--- src/rtl/fetch_pkg.sv ---
// Shared types and constants for the instruction-fetch stage.
// Imported by the fetch unit and its next-PC helper.
package fetch_pkg;

  typedef enum logic [1:0] {
    FETCH,
    WAIT,
    HOLD
  } fetch_state_t;

  localparam logic [31:0] INSTR_NOP = 32'h0000_0013;  // addi x0,x0,0
  localparam int unsigned PC_INCR   = 4;

endpackage

--- src/rtl/fetch_if.sv ---
// Instruction-memory bus: valid/ready request channel plus a valid-only response.
// The fetch unit is the master, instruction memory the slave.
interface fetch_if #(
  parameter int ADDR_WIDTH = 32,
  parameter int DATA_WIDTH = 32
);

  logic                  imem_req_valid;
  logic                  imem_req_ready;
  logic [ADDR_WIDTH-1:0] imem_addr;
  logic                  imem_rsp_valid;
  logic [DATA_WIDTH-1:0] imem_rsp_data;

  modport master (
    output imem_req_valid,
    output imem_addr,
    input  imem_req_ready,
    input  imem_rsp_valid,
    input  imem_rsp_data
  );

  modport slave (
    input  imem_req_valid,
    input  imem_addr,
    output imem_req_ready,
    output imem_rsp_valid,
    output imem_rsp_data
  );

endinterface

--- src/rtl/pc_next_calc.sv ---
// Combinational next-PC selection: redirect, taken branch or sequential advance.
// All results are word-aligned and wrap modulo 2^ADDR_WIDTH.
module pc_next_calc
  import fetch_pkg::*;
#(
  parameter int ADDR_WIDTH = 32,
  parameter int DATA_WIDTH = 32
) (
  input  logic [ADDR_WIDTH-1:0] pc,
  input  logic                  PCsrc,
  input  logic [DATA_WIDTH-1:0] ImmOp,
  input  logic                  redirect_valid,
  input  logic [ADDR_WIDTH-1:0] redirect_addr,
  output logic [ADDR_WIDTH-1:0] pc_next
);

  localparam logic [ADDR_WIDTH-1:0] ALIGN_MASK = ~ADDR_WIDTH'(3);

  logic [ADDR_WIDTH-1:0] imm_ext;

  always_comb begin
    imm_ext = ADDR_WIDTH'($signed(ImmOp));
    if (redirect_valid) begin
      pc_next = redirect_addr & ALIGN_MASK;
    end else if (PCsrc) begin
      pc_next = (pc + imm_ext) & ALIGN_MASK;
    end else begin
      pc_next = pc + ADDR_WIDTH'(PC_INCR);
    end
  end

endmodule

--- src/rtl/fetch_unit.sv ---
// Instruction-fetch stage: owns the PC, issues one imem request at a time and
// holds the returned instruction until decode consumes it or a redirect drops it.
module fetch_unit
  import fetch_pkg::*;
#(
  parameter int                    ADDR_WIDTH = 32,
  parameter int                    DATA_WIDTH = 32,
  parameter logic [ADDR_WIDTH-1:0] RESET_PC   = 32'h0000_0000
) (
  input  logic                  clk,
  input  logic                  rst,
  fetch_if.master               imem,
  output logic [DATA_WIDTH-1:0] instr,
  output logic                  instr_valid,
  input  logic                  instr_ready,
  output logic [ADDR_WIDTH-1:0] instr_pc,
  input  logic                  PCsrc,
  input  logic [DATA_WIDTH-1:0] ImmOp,
  input  logic                  redirect_valid,
  input  logic [ADDR_WIDTH-1:0] redirect_addr
);

  fetch_state_t          state;
  logic [ADDR_WIDTH-1:0] pc;
  logic [ADDR_WIDTH-1:0] pc_next;
  logic                  squash;

  pc_next_calc #(
    .ADDR_WIDTH(ADDR_WIDTH),
    .DATA_WIDTH(DATA_WIDTH)
  ) u_pc_next (
    .pc            (pc),
    .PCsrc         (PCsrc),
    .ImmOp         (ImmOp),
    .redirect_valid(redirect_valid),
    .redirect_addr (redirect_addr),
    .pc_next       (pc_next)
  );

  assign imem.imem_req_valid = (state == FETCH) && !rst;
  assign imem.imem_addr      = pc;

  always_ff @(posedge clk) begin
    if (rst) begin
      state       <= FETCH;
      pc          <= RESET_PC;
      squash      <= 1'b0;
      instr_valid <= 1'b0;
      instr       <= DATA_WIDTH'(INSTR_NOP);
      instr_pc    <= RESET_PC;
    end else begin
      if (redirect_valid || (state == HOLD && instr_ready)) begin
        pc <= pc_next;
      end
      unique case (state)
        FETCH: begin
          if (imem.imem_req_ready) begin
            state  <= WAIT;
            squash <= redirect_valid;
          end
        end
        WAIT: begin
          // A response coinciding with a redirect is dropped outright, so squash
          // only needs to cover responses still to come.
          if (imem.imem_rsp_valid) begin
            squash <= 1'b0;
            if (squash || redirect_valid) begin
              state <= FETCH;
            end else begin
              instr       <= imem.imem_rsp_data;
              instr_pc    <= pc;
              instr_valid <= 1'b1;
              state       <= HOLD;
            end
          end else if (redirect_valid) begin
            squash <= 1'b1;
          end
        end
        HOLD: begin
          if (redirect_valid || instr_ready) begin
            instr_valid <= 1'b0;
            state       <= FETCH;
          end
        end
        default: state <= FETCH;
      endcase
    end
  end

endmodule

--- src/flat_wrapper.sv ---
// flat-port wrapper written by rule: the top's interface ports become plain ports
module fetch_unit_flat import fetch_pkg::*;
#(
  parameter int                    ADDR_WIDTH = 32,
  parameter int                    DATA_WIDTH = 32,
  parameter logic [ADDR_WIDTH-1:0] RESET_PC   = 32'h0000_0000
)
  (clk, rst, instr, instr_valid, instr_ready, instr_pc, PCsrc, ImmOp, redirect_valid, redirect_addr, imem_imem_req_valid, imem_imem_addr, imem_imem_req_ready, imem_imem_rsp_valid, imem_imem_rsp_data);
  fetch_if #(.ADDR_WIDTH(ADDR_WIDTH), .DATA_WIDTH(DATA_WIDTH)) imem_i ();
  input  logic clk;
  input  logic rst;
  output logic [DATA_WIDTH-1:0] instr;
  output logic instr_valid;
  input  logic instr_ready;
  output logic [ADDR_WIDTH-1:0] instr_pc;
  input  logic PCsrc;
  input  logic [DATA_WIDTH-1:0] ImmOp;
  input  logic redirect_valid;
  input  logic [ADDR_WIDTH-1:0] redirect_addr;
  output wire logic [$bits(imem_i.imem_req_valid)-1:0] imem_imem_req_valid;
  output wire logic [$bits(imem_i.imem_addr)-1:0] imem_imem_addr;
  input wire logic [$bits(imem_i.imem_req_ready)-1:0] imem_imem_req_ready;
  input wire logic [$bits(imem_i.imem_rsp_valid)-1:0] imem_imem_rsp_valid;
  input wire logic [$bits(imem_i.imem_rsp_data)-1:0] imem_imem_rsp_data;
  assign imem_imem_req_valid = imem_i.imem_req_valid;
  assign imem_imem_addr = imem_i.imem_addr;
  assign imem_i.imem_req_ready = imem_imem_req_ready;
  assign imem_i.imem_rsp_valid = imem_imem_rsp_valid;
  assign imem_i.imem_rsp_data = imem_imem_rsp_data;
  fetch_unit #(.ADDR_WIDTH(ADDR_WIDTH), .DATA_WIDTH(DATA_WIDTH), .RESET_PC(RESET_PC)) u_core (.clk(clk), .rst(rst), .imem(imem_i), .instr(instr), .instr_valid(instr_valid), .instr_ready(instr_ready), .instr_pc(instr_pc), .PCsrc(PCsrc), .ImmOp(ImmOp), .redirect_valid(redirect_valid), .redirect_addr(redirect_addr));
endmodule
--- config.mk ---
export PLATFORM = sky130hd
export DESIGN_NAME = fetch_unit_flat
export DESIGN_NICKNAME = d
export VERILOG_FILES = /design/src/rtl/fetch_pkg.sv /design/src/rtl/fetch_if.sv /design/src/rtl/pc_next_calc.sv /design/src/rtl/fetch_unit.sv /design/src/flat_wrapper.sv
export SDC_FILE = /design/constraint.sdc
export NUM_CORES = 1
export LEC_CHECK = 0
export ABC_AREA = 0
export CORE_MARGIN = 5
export CORE_UTILIZATION = 40
export DETAILED_ROUTE_END_ITERATION = 8
export PLACE_DENSITY = 0.69
export SYNTH_ARGS = -nofsm -noshare
export SYNTH_HDL_FRONTEND = slang
export SYNTH_SLANG_ARGS = --single-unit
--- constraint.sdc ---
create_clock -name clk -period 5.7 [get_ports clk]
set_clock_uncertainty 0.2 [all_clocks]
set_input_delay 0.57 -clock clk [delete_from_list [all_inputs] [get_ports clk]]
set_output_delay 0.57 -clock clk [all_outputs]
set_load 0.03 [all_outputs]
==> reports/summary.md, run 1 <==
Across every metal layer, demand over resource in global routing totals 21.52%. Setup slack on the worst reg-to-reg path comes out at 2.23 ns. Clock-pin slew was measured on the worst setup and hold paths at 0.07 ns.

The tools report the critical register-to-register path startpoint as u_core.imem.imem_addr[11]$_SDFFE_PP0P_. Starting utilization of the core area: 40.47%. The finished cells cover 0.007915 sq mm. The number of cells on the worst reg-to-reg path is 11. For this block, the routed nets add up to 17640 microns of wire. STA classifies the critical path endpoint as a flop. Derived from the worst setup path, the maximum achievable clock frequency is 275.3 MHz.

At the end of the flow the core is filled with cells to 57.47%. After the first detailed-routing iteration, the DRC count stood at 258. Family with the most delay on the worst path: compound AO/OA/AOI/OAI gates. The critical path is of the primary input to flop type. Entering global routing, the biggest net connects 64 pins. Switching share of total power: 29.18%.

The clock passes through at most 2 buffers. In this run the worst path has a maximum fanout of 4. Leading register cell type out of synthesis: sky130_fd_sc_hd__dfxtp_1. The average routed wire per standard cell works out to 15.85 microns.

For this run, the detailed router's first-pass iteration total came to 5. The run gives 5.75 ns as the required time reported for the critical path endpoint. The placement-stage cell area came out at 0.007589 sq mm.

The startpoint identified for the worst hold timing path is u_core.instr_pc[12]$_SDFFE_PP0P_. The tools report the number of clock sinks as 96. The worst hold-check path type is flop to flop. The first-pass GRT wire length is 28500 microns. Summed over all nets, the switching power comes to 0.5240 mW. sky130_fd_sc_hd__nand2_1 is the most common cell in the netlist. The hold path depth is 2, and the internal power component is 1.272 mW.

The run finished with clean final reports. The floorplan has 43 rows. For the pin with the worst max-slew slack, the measured transition is 0.8652 ns.

The synthesized design contains 96 register bits. The tree is rooted in a sky130_fd_sc_hd__clkbuf_16. Detailed placement finished with a half-perimeter wire length of 12600 microns.

The final-layout worst hold slack is 0.2539 ns. The final worst-path setup slack was 2.068 ns. In this run the worst setup path begins at ImmOp[11]. The cell type with the highest aggregate area in the netlist is sky130_fd_sc_hd__dfxtp_1. After clock tree synthesis, the flow added hold-fix buffers numbering 0. The minimum clock period after layout was 3.632 ns; the part of the power in combinational logic was 22.1%.

Setup repair after global routing left no endpoint under its margin. The commonest cells after synthesis are 160 x sky130_fd_sc_hd__nand2_1, 122 x sky130_fd_sc_hd__a21oi_1, 96 x sky130_fd_sc_hd__dfxtp_1, 65 x sky130_fd_sc_hd__nor2_1, 40 x sky130_fd_sc_hd__clkbuf_1. The DRC violations left came out at 0.

Sequential elements use 34.48% of the synthesized area. In this run the number of H-tree levels came out at 3. Overall die area: 0.01640 sq mm. Count of final hold-check violations: 0. The run gives 5883 as the via count.

Including well taps, the total number of placed cells is 1097. Ranked by total cell area, the synthesized netlist is headed by sky130_fd_sc_hd__dfxtp_1 34%, sky130_fd_sc_hd__a21oi_1 11%, sky130_fd_sc_hd__nand2_1 11%. Number of enable flip-flop cells after synthesis: 0. The worst-case IR drop observed on VDD is 176.7 uV. The area share of the largest cell type after synthesis came out at 34.48%. The signal on the critical path passes through clkdlybuf4s50_1 > ha_1 > o21ai_1 > a21oi_1 > a21bo_2 > o21ai_4 > a21oi_2 > nor4b_4 > o2111ai_2 > and4_4 > o311a_1 > a2111oi_2. The die is 128.0 microns wide.

The buffer count from post-CTS setup fixing was 0; the final setup violation count was 0. 0 antenna diodes ended up in the layout. The cell area after synthesis is 0.005574 sq mm. The final max-slew violation count came out at 0. Initial antenna violation count: 0.

The highest cell delay on the worst timing path is 0.41 ns, and the number of primary I/O pins is 201. The port buffer count came out at 192. The share of power burned in registers came out at 40.5%. Before CTS, the worst setup slack after placement is 1.719 ns.

The clock latency at the later pin of the worst-skew pair was 0.35 ns. In the synthesized netlist the async set-or-reset flop fraction comes to 0%. The number of buffers created by CTS was 9. The tools report the number of max-cap violations as 0. Summing internal, switching and leakage power gives 1.796 mW. The final non-filler cell total was 1113.

The combined buffer and inverter count along the critical path was 1. STA puts the critical path data arrival time at 3.69 ns. In this run, the clock network consumes 37.4% of the power. The congestion estimate from routability-driven global placement came to 0.8445.

Dividing total power by cell area gives a power density of 226.9 mW/mm^2. For this design, the slowest cell found on the critical path is sky130_fd_sc_hd__clkdlybuf4s50_1. Compared with the post-synthesis result, the final layout area differs by 42.00%. The path with the worst hold slack has its endpoint at u_core.instr_pc[12]$_SDFFE_PP0P_. The run gives 0 as the count of synthesis-stage warnings from yosys.

Dividing the final minimum period by the clock period gives 63.73%. The share of layout cells above drive strength 1 works out to 4.180%. Summed over all failing endpoints, the final setup total negative slack is 0 ns.

The reg-to-reg critical path endpoint is u_core.imem.imem_addr[31]$_SDFFE_PP0P_. Type of origin of the critical path: a primary input. In the routed layout, each cell is associated on average with a via count of 5.286.

The tools report the final net count as 1061. The number of global-route vias before repair is 5618, and the remaining max-slew budget at the tightest pin is 42.32%. Averaged over all synthesized cells, the footprint is 7.305 sq um. The tools report the post-detailed-route count of antenna-violating nets as 0.

After global routing the overflow that remains totals 0. The number of library cell types mapped by synthesis is 54. Post-CTS repair changed the size of 0 cells.

The die height works out to 128.0 microns. The analysis attributes to cell leakage a power of 2.926 nW. The cell count after synthesis is 763.

The core region area is 0.01377 sq mm. TritonCTS built the clock tree.
[power by group through the flow]
| stage | logic [mW] | registers [mW] | clock network [mW] |
|---|---|---|---|
| after floorplan | 0.201 | 0.777 | 0 |
| after global placement | 0.394 | 0.743 | 0 |
| after detailed placement | 0.396 | 0.743 | 0 |
| after CTS | 0.398 | 0.728 | 0.697 |
| after global routing | 0.434 | 0.733 | 0.723 |
| final | 0.396 | 0.728 | 0.672 |
[how the worst max path moves through the flow]
stage | to | slack (ns) | depth (start not counted)
floorplan | u_core.imem.imem_addr[31]$_SDFFE_PP0P_ | 2.47 | 11
global placement | u_core.imem.imem_addr[31]$_SDFFE_PP0P_ | 1.73 | 12
detailed placement | u_core.imem.imem_addr[31]$_SDFFE_PP0P_ | 1.72 | 12
CTS | u_core.imem.imem_addr[31]$_SDFFE_PP0P_ | 2.08 | 12
global route | u_core.imem.imem_addr[31]$_SDFFE_PP0P_ | 1.87 | 12
finish | u_core.imem.imem_addr[31]$_SDFFE_PP0P_ | 2.07 | 12
[layout make-up]
cell class | instances | area [sq um]
inverters | 13 | 48.80
clock buffers | 9 | 225.2
flip-flops and latches | 96 | 1922
clock inverters | 7 | 101.3
well taps | 180 | 225.2
multi-input cells | 609 | 3431
fillers | 1319 | 5858
repair buffers | 199 | 1962
[layout by cell type, fill, tap and decap left out, drive strengths merged, types with 2 or more instances in the layout]
cell / synthesis / layout
clkbuf: 40 / 9
o21bai: 3 / 3
or2: 2 / 2
nor3b: 4 / 4
nor4: 2 / 2
xor2: 13 / 13
a21o: 11 / 11
a21oi: 123 / 123
nand3b: 5 / 5
a31oi: 11 / 11
a221oi: 8 / 8
a211o: 2 / 2
o21a: 2 / 2
o31ai: 3 / 3
buf: 8 / 10
bufinv: 0 / 2
clkdlybuf4s50: 0 / 189
a2111oi: 2 / 2
inv: 13 / 16
o21ai: 34 / 34
dfxtp: 96 / 96
o211ai: 5 / 5
and3: 13 / 13
ha: 30 / 30
nand4: 3 / 3
conb: 1 / 4
nor2b: 13 / 13
and2: 4 / 4
xnor2: 15 / 15
nor3: 22 / 22
and4: 2 / 2
nand3: 17 / 17
nand2: 160 / 160
o22ai: 8 / 8
a311oi: 2 / 2
a211oi: 8 / 8
mux2i: 2 / 2
nor2: 65 / 65
[layer usage]
metal	share of wire [%]	track usage (%)	up-vias
met2	48	36.23	191
met1	43	27.12	2677
met3	7.5	5.958	17
met5	0	0	-
met4	1.3	5.743	0
li1	-	-	2998
[sequential cells by signal, summed over array words and instances, names as in the netlist]
signal	cells
u_core.squash	1
u_core.instr	32
u_core.imem.imem_addr	30
u_core.instr_valid	1
u_core.state	2
u_core.instr_pc	30
[logic make-up after synthesis]
family	synth area share (%)
AOI/OAI and AO/OA	24.38
xor gates and xnor gates	4.400
adders and majority gates	6.734
buffers and inverters	4.377
DFF	34.48
muxes	0.3592
other	0.06728
and+or+nand+nor	25.21
[tightest hold or removal path: stages, from the launching register on]
cell,delay [ns]
sky130_fd_sc_hd__dfxtp_1,0.31
sky130_fd_sc_hd__nand2_1,0.05
sky130_fd_sc_hd__a21oi_1,0.05
Power figures use the tool's default switching activity.
==> run 2, diff against run 1 <==
PLACE_DENSITY = 0.72   (was 0.69)
clock period = 2.9 ns   (was 5.7 ns; I/O delays follow)
==> run 2 against run 1 <==
- largest power group unchanged
- critical endpoint unchanged
- clock power is 76% higher
- count of clock-buffer cells in the layout is the same
- critical path type is now flop to flop
- combinational power grew to 2.5 times the previous value
- largest cell class unchanged
==> reports/summary.md, run 2 (same netlist as run 1, synthesis figures left out) <==
Number of primary I/O pins: 201 (unchanged). The highest fanout seen on the critical path came out at 3 (was 4). Type of origin of the critical path: a flop (was a primary input). The final non-filler cell total was 1196 (was 1113); the peak clock frequency supported by timing was 346.6 MHz. The DRC violations left is 0 (unchanged).

The placement-stage cell area is 0.008339 sq mm (was 0.007589 sq mm), and the highest cell delay on the worst timing path is 0.36 ns (was 0.41 ns). The register clock-pin slew on the reported worst setup and hold paths is 0.07 ns (about the same). The root cell of the clock tree is sky130_fd_sc_hd__clkbuf_16 (unchanged).

The number of placed cells counting well taps is 1176 (was 1097). After layout, the worst path uses 99.48% of the clock period. The logs give 14190 microns (was 12600 microns) for the detailed-placement wirelength estimate and 3.382 nW (was 2.926 nW) for the cell leakage power. The run gives 0 (unchanged) as the count of final hold-check violations.

Combined buffer and inverter count along the critical path: 0 (was 1). For the count of inserted antenna diode cells, the log shows 0 (unchanged). The worst hold-check path type was primary input to flop (was flop to flop). The tools report the global-route total usage across every layer as 22.90% (was 21.52%). The clock latency at the later pin of the worst-skew pair was 0.35 ns (about the same); the core region area was 0.01377 sq mm (unchanged). Average vias per placed instance: 5.250 (was 5.286). The number of max-cap violations was 0 (unchanged); the number of H-tree levels was 3 (unchanged). The maximum number of pins on one net before global-route repair is 52 (was 64). The final net count is 1144 (was 1061), and the total wire length after detailed routing is 19070 microns (was 17640 microns). The logs give 0.01640 sq mm (unchanged) for the overall die area and 0.008798 sq mm (was 0.007915 sq mm) for the final non-filler cell area. The register bank with the most flops is u_core.instr (unchanged). The share of layout cells above drive strength 1 was 16.14% (was 4.180%).

The number of global-route vias before repair is 5986 (was 5618). Cell with the biggest individual delay on the critical path: sky130_fd_sc_hd__dfxtp_4 (was sky130_fd_sc_hd__clkdlybuf4s50_1). The remaining global-route overflow was 0 (unchanged); the number of violations reported at the end of detailed-routing iteration 0 was 532 (was 258). The final setup violation count is 0 (unchanged), and the routability congestion estimate from global placement is 0.8942 (was 0.8445). The arrival time reported for the critical path endpoint came out at 2.93 ns (was 3.69 ns).

TritonCTS built the clock tree. The overall power was 3.576 mW (was 1.796 mW). The minimum clock period after layout was 2.885 ns; the die height was 128.0 microns (unchanged). The commonest non-fill, non-tap cell in the layout was sky130_fd_sc_hd__clkdlybuf4s50_1 (unchanged). The run finished with clean final reports. For the number of rows created at floorplan, the log shows 43 (unchanged). The initial antenna violation count came out at 0 (unchanged). For the reg2reg setup slack, the log shows 0.02 ns (was 2.23 ns).

The tools report the final max-slew violation count as 0 (unchanged). The power density relative to cell area is 406.4 mW/mm^2 (was 226.9 mW/mm^2), and the x dimension of the die is 128.0 microns (unchanged). The run gives 40.47% (unchanged) as the starting utilization of the core area. Category of the critical setup timing path: flop to flop (was primary input to flop). The number of buffers created by CTS came out at 9 (unchanged). The number of clock sinks is 96 (unchanged), and the average routed wire per standard cell is 15.95 microns (was 15.85 microns). The family with the most delay on the worst path was compound AO/OA/AOI/OAI gates (unchanged). The first-pass GRT wire length is 30460 microns (was 28500 microns), and the post-detailed-route count of antenna-violating nets is 0 (unchanged). Remaining max-slew budget at the tightest pin: 62.38% (was 42.32%). Cells along the critical path: ha_4 > o21ai_2 > o21a_1 > or2_4 > o21ai_4 > a21oi_4 > nor4b_4 > o2111ai_2 > and4_4 > o311a_1 > a2111oi_2 (was clkdlybuf4s50_1 > ha_1 > o21ai_1 > a21oi_1 > a21bo_2 > o21ai_4 > a21oi_2 > nor4b_4 > o2111ai_2 > and4_4 > o311a_1 > a2111oi_2). The port buffer count came out at 192 (unchanged). The post-route setup TNS is 0 ns (unchanged), and the via count is 6279 (was 5883).

The required time reported for the critical path endpoint is 2.95 ns (was 5.75 ns), and the synthesis-to-finish area growth is 57.85% (was 42.00%). For the maximum vdd drop, the log shows 354.1 uV (was 176.7 uV). The transition at the pin with the smallest max-transition slack works out to 0.5642 ns (was 0.8652 ns). The iteration count of the initial detailed-routing pass is 5 (unchanged). The number of flip-flops in the largest register works out to 32 (unchanged). Commonest non-fill, non-tap cells in the layout: 184 x sky130_fd_sc_hd__clkdlybuf4s50_1, 160 x sky130_fd_sc_hd__nand2_1, 119 x sky130_fd_sc_hd__a21oi_1 (was 189 x sky130_fd_sc_hd__clkdlybuf4s50_1, 160 x sky130_fd_sc_hd__nand2_1, 122 x sky130_fd_sc_hd__a21oi_1). Setup repair after global routing could not meet its margin everywhere. The buffer levels on the longest clock path is 2 (unchanged). Endpoint class of the critical path: a flop (unchanged).
==> run 2: cell type report <==
class	count	area, sq um
tap	180	225.2
timing repair buffer	282	2606
sequential	96	1951
fill	1273	4975
inverter	13	48.80
clock inverter	7	60.06
clock buffer	9	225.2
multi-input combinational	609	3682
==> run 2: timing repair <==
| item | CTS | global route |
|---|---|---|
| endpoints found under the hold margin | 0 | 0 |
| hold buffers | 0 | 0 |
| setup endpoints to repair | 4 | 9 |
| pin swaps | 7 | 9 |
| buffers inserted | 1 | 3 |
| resized for setup | 12 | 22 |
==> run 2: final timing paths <==
kind | startpoint | to | cells past startpoint
worst max-delay path | u_core.imem.imem_addr[5]$_SDFFE_PP0P_ | u_core.imem.imem_addr[31]$_SDFFE_PP0P_ | 11
worst min-delay path | redirect_valid | u_core.imem.imem_addr[28]$_SDFFE_PP0P_ | 3
worst max register to register | u_core.imem.imem_addr[5]$_SDFFE_PP0P_ | u_core.imem.imem_addr[31]$_SDFFE_PP0P_ | 11
worst min register to register | u_core.instr_pc[12]$_SDFFE_PP0P_ | u_core.instr_pc[12]$_SDFFE_PP0P_ | 2
==> run 2: worst min-delay path, stage by stage <==
cell and delay, ns:
sky130_fd_sc_hd__buf_2 0.22, sky130_fd_sc_hd__nand3b_1 0.13, sky130_fd_sc_hd__a21oi_1 0.05
==> run 2: report_power, final <==
part	internal, mW	switching, mW
Clock	0.600	0.581
Sequential	1.36	0.0387
Combinational	0.493	0.500
Total	2.46	1.12
==> run 2: layer usage <==
metal	share of wire, %	routed length (microns)	global-route usage, %	vias to the layer above
met2	47	8976	37.31	205
met4	2.0	376	7.928	0
li1	-	-	-	3162
met1	44	8344	30.11	2886
met3	7.2	1376	4.833	26
met5	0	0	0	-
==> run 2: through the flow <==
| step | hold WS (ns) | setup WS [ns] | utilization (%) |
|---|---|---|---|
| floorplan | 0.2100 | 0.003588 | - |
| detailed placement | 0.2458 | -0.5008 | 60.55 |
| global route | 0.2607 | -0.1554 | 63.88 |
| finish | 0.1988 | 0.01515 | 63.88 |
| global placement | 0.2412 | -0.4507 | 60.55 |
| CTS | 0.1933 | -0.01600 | 62.95 |
==> run 3, diff against run 2 <==
CORE_UTILIZATION = 41   (was 40)
PLACE_DENSITY = 0.73   (was 0.72)
==> run 3 against run 2 <==
- sequential share of layout area up 0.23 points
- critical path type unchanged
- the run now ends with negative setup slack left
- critical path depth unchanged
- total power down 0.53%
- maximum frequency down 0.96%
- utilization up 1.6 points
- largest power group unchanged
- first-iteration DRC count down 16%
==> reports/summary.md, run 3 (same netlist as run 1, synthesis figures left out) <==
The run finished, with violations left. The final reports fail on negative setup slack. The tools report the number of violations reported at the end of detailed-routing iteration 0 as 449 (was 532).

The endpoint class of the critical path was a flop (unchanged). The final setup violation count was 2 (was 0). The logs give 0.003606 sq mm (was 0.003682 sq mm) for the multi-input gate area in the final layout and 22.83% (was 22.90%) for the global-route total usage across every layer. The share of layout cells above drive strength 1 was 15.29% (was 16.14%); the highest fanout seen on the critical path was 3 (unchanged).

The starting utilization of the core area came out at 41.93% (was 40.47%). The logs give 2.95 ns (about the same) for the required time reported for the critical path endpoint and 231.7 uV (was 354.1 uV) for the maximum vdd drop. The tools report the final worst-path setup slack as -0.01297 ns (was 0.01515 ns).

The worst hold-check path type is primary input to flop (unchanged). The tools report the overall power as 3.557 mW (was 3.576 mW). The remaining global-route overflow is 0 (unchanged). Maximum number of pins on one net before global-route repair: 76 (was 52).

The logs give 96 (unchanged) for the number of clock sinks and 343.3 MHz (was 346.6 MHz) for the peak clock frequency supported by timing. The initial antenna violation count came out at 0 (unchanged). For the core region area, the log shows 0.01330 sq mm (was 0.01377 sq mm). The iteration count of the initial detailed-routing pass is 4 (was 5). The final net count was 1142 (was 1144); the number of placed cells counting well taps was 1168 (was 1176).

For the pre-CTS setup slack, the log shows -0.4995 ns (was -0.5008 ns). The cell leakage power was 3.347 nW (was 3.382 nW). The run gives 0.008707 sq mm (was 0.008798 sq mm) as the final non-filler cell area. The overall die area came out at 0.01603 sq mm (was 0.01640 sq mm). The x dimension of the die was 126.6 microns (was 128.0 microns). TritonCTS built the clock tree. Average vias per placed instance: 5.197 (was 5.250). The tools report the type of origin of the critical path as a flop (unchanged).

The root cell of the clock tree is sky130_fd_sc_hd__clkbuf_16 (unchanged). The port buffer count works out to 192 (unchanged). The run gives 0.008312 sq mm (was 0.008339 sq mm) as the placement-stage cell area. The tools report the first-pass GRT wire length as 29890 microns (was 30460 microns).

The number of flip-flops in the largest register works out to 32 (unchanged). Commonest non-fill, non-tap cell in the layout: sky130_fd_sc_hd__clkdlybuf4s50_1 (unchanged). The run gives 9 (unchanged) as the number of buffers created by CTS. The detailed-placement wirelength estimate is 13860 microns (was 14190 microns). The final non-filler cell total is 1190 (was 1196), and the remaining max-slew budget at the tightest pin is 42.99% (was 62.38%). The post-detailed-route count of antenna-violating nets was 0 (unchanged). The total wire length after detailed routing was 18840 microns (was 19070 microns).

The routability congestion estimate from global placement is 0.8528 (was 0.8942), and the part of the cycle the worst path needs is 100.4% (was 99.48%). The clock latency at the later pin of the worst-skew pair was 0.36 ns (was 0.35 ns); the synthesis-to-finish area growth was 56.21% (was 57.85%). The DRC violations left is 0 (unchanged). The minimum clock period after layout came out at 2.913 ns (was 2.885 ns).

The power density relative to cell area was 408.5 mW/mm^2 (was 406.4 mW/mm^2); the via count was 6184 (was 6279). The register bank with the most flops was u_core.instr (unchanged). For the number of primary I/O pins, the log shows 201 (unchanged). For the number of global-route vias before repair, the log shows 5863 (was 5986). Buffer levels on the longest clock path: 2 (unchanged).

The category of the critical setup timing path was flop to flop (unchanged). The register clock-pin slew on the reported worst setup and hold paths works out to 0.07 ns (about the same). Commonest non-fill, non-tap cells in the layout: 185 x sky130_fd_sc_hd__clkdlybuf4s50_1, 160 x sky130_fd_sc_hd__nand2_1, 117 x sky130_fd_sc_hd__a21oi_1 (was 184 x sky130_fd_sc_hd__clkdlybuf4s50_1, 160 x sky130_fd_sc_hd__nand2_1, 119 x sky130_fd_sc_hd__a21oi_1). For the filler cell count in the final layout, the log shows 1201 (was 1273).

The logs give 0 (unchanged) for the number of max-cap violations and 0 (unchanged) for the count of final hold-check violations. The logs give 3 (unchanged) for the number of H-tree levels and 42 (was 43) for the number of rows created at floorplan. The average routed wire per standard cell is 15.83 microns (was 15.95 microns), and the count of inserted antenna diode cells is 0 (unchanged).

Setup repair after global routing could not meet its margin everywhere. The transition at the pin with the smallest max-transition slack was 0.8551 ns (was 0.5642 ns); the die height was 126.6 microns (was 128.0 microns). The final max-slew violation count was 0 (unchanged). The area occupied by registers came out at 0.001951 sq mm (unchanged). The arrival time reported for the critical path endpoint is 2.97 ns (was 2.93 ns).
run 3: cell type report:
cell class	instances	share of cell area, %
well taps	176	2.529
inverters	13	0.5604
clock buffers	9	2.587
multi-input cells	609	41.41
clock inverters	7	0.7185
repair buffers	280	29.79
flip-flops and latches	96	22.40
run 3: repair_timing:
action,4_1_cts,5_1_grt
setup endpoints to repair,2,9
hold buffers,0,0
buffers inserted,1,5
pin swaps,5,4
resized for setup,6,13
gates cloned,0,0
run 3: metal layers:
| metal | global-route usage, % | share of wire (%) | up-vias |
|---|---|---|---|
| met4 | 7.319 | 1.6 | 0 |
| met1 | 29.30 | 44 | 2815 |
| met5 | 0 | 0 | - |
| met3 | 6.263 | 7.4 | 21 |
| met2 | 37.27 | 47 | 186 |
| li1 | - | - | 3162 |
run 3: power by group:
part	total [mW]	switching [mW]	internal, mW
clock	1.19	0.588	0.601
combinational	0.967	0.486	0.481
sequential	1.40	0.0373	1.36
total	3.56	1.11	2.45
run 3: per-stage QoR:
step / TNS, ns / utilization [%] / hold WS, ns
global route: -0.3760 / 65.49 / 0.09517
detailed placement: -4.543 / 62.52 / 0.2459
global placement: -3.882 / 62.52 / 0.2414
CTS: -0.02044 / 64.80 / 0.08375
floorplan: 0 / - / 0.2100
finish: -0.01579 / 65.49 / 0.09745
run 3: critical path, cell delays in order (launching register included):
cell                        delay (ns)
sky130_fd_sc_hd__dfxtp_4          0.36
sky130_fd_sc_hd__ha_4             0.27
sky130_fd_sc_hd__a211oi_2         0.08
sky130_fd_sc_hd__o21a_1           0.20
sky130_fd_sc_hd__or2_4            0.25
sky130_fd_sc_hd__o21ai_4          0.23
sky130_fd_sc_hd__a21oi_4          0.11
sky130_fd_sc_hd__nor4b_4          0.27
sky130_fd_sc_hd__o2111ai_2        0.16
sky130_fd_sc_hd__and4_4           0.18
sky130_fd_sc_hd__o311a_1          0.29
sky130_fd_sc_hd__a2111oi_2        0.20
run 3: path summary, 6_finish.rpt:
path / from / to / slack (ns) / cells after the start
worst min register to register: u_core.instr[20]$_SDFFE_PP0P_ / u_core.instr[20]$_SDFFE_PP0P_ / 0.25 / 2
worst min-delay path: rst / u_core.instr[30]$_SDFFE_PP0P_ / 0.1 / 2
worst max register to register: u_core.imem.imem_addr[3]$_SDFFE_PP0P_ / u_core.imem.imem_addr[31]$_SDFFE_PP0P_ / -0.01 / 11
worst max-delay path: u_core.imem.imem_addr[3]$_SDFFE_PP0P_ / u_core.imem.imem_addr[31]$_SDFFE_PP0P_ / -0.01 / 11
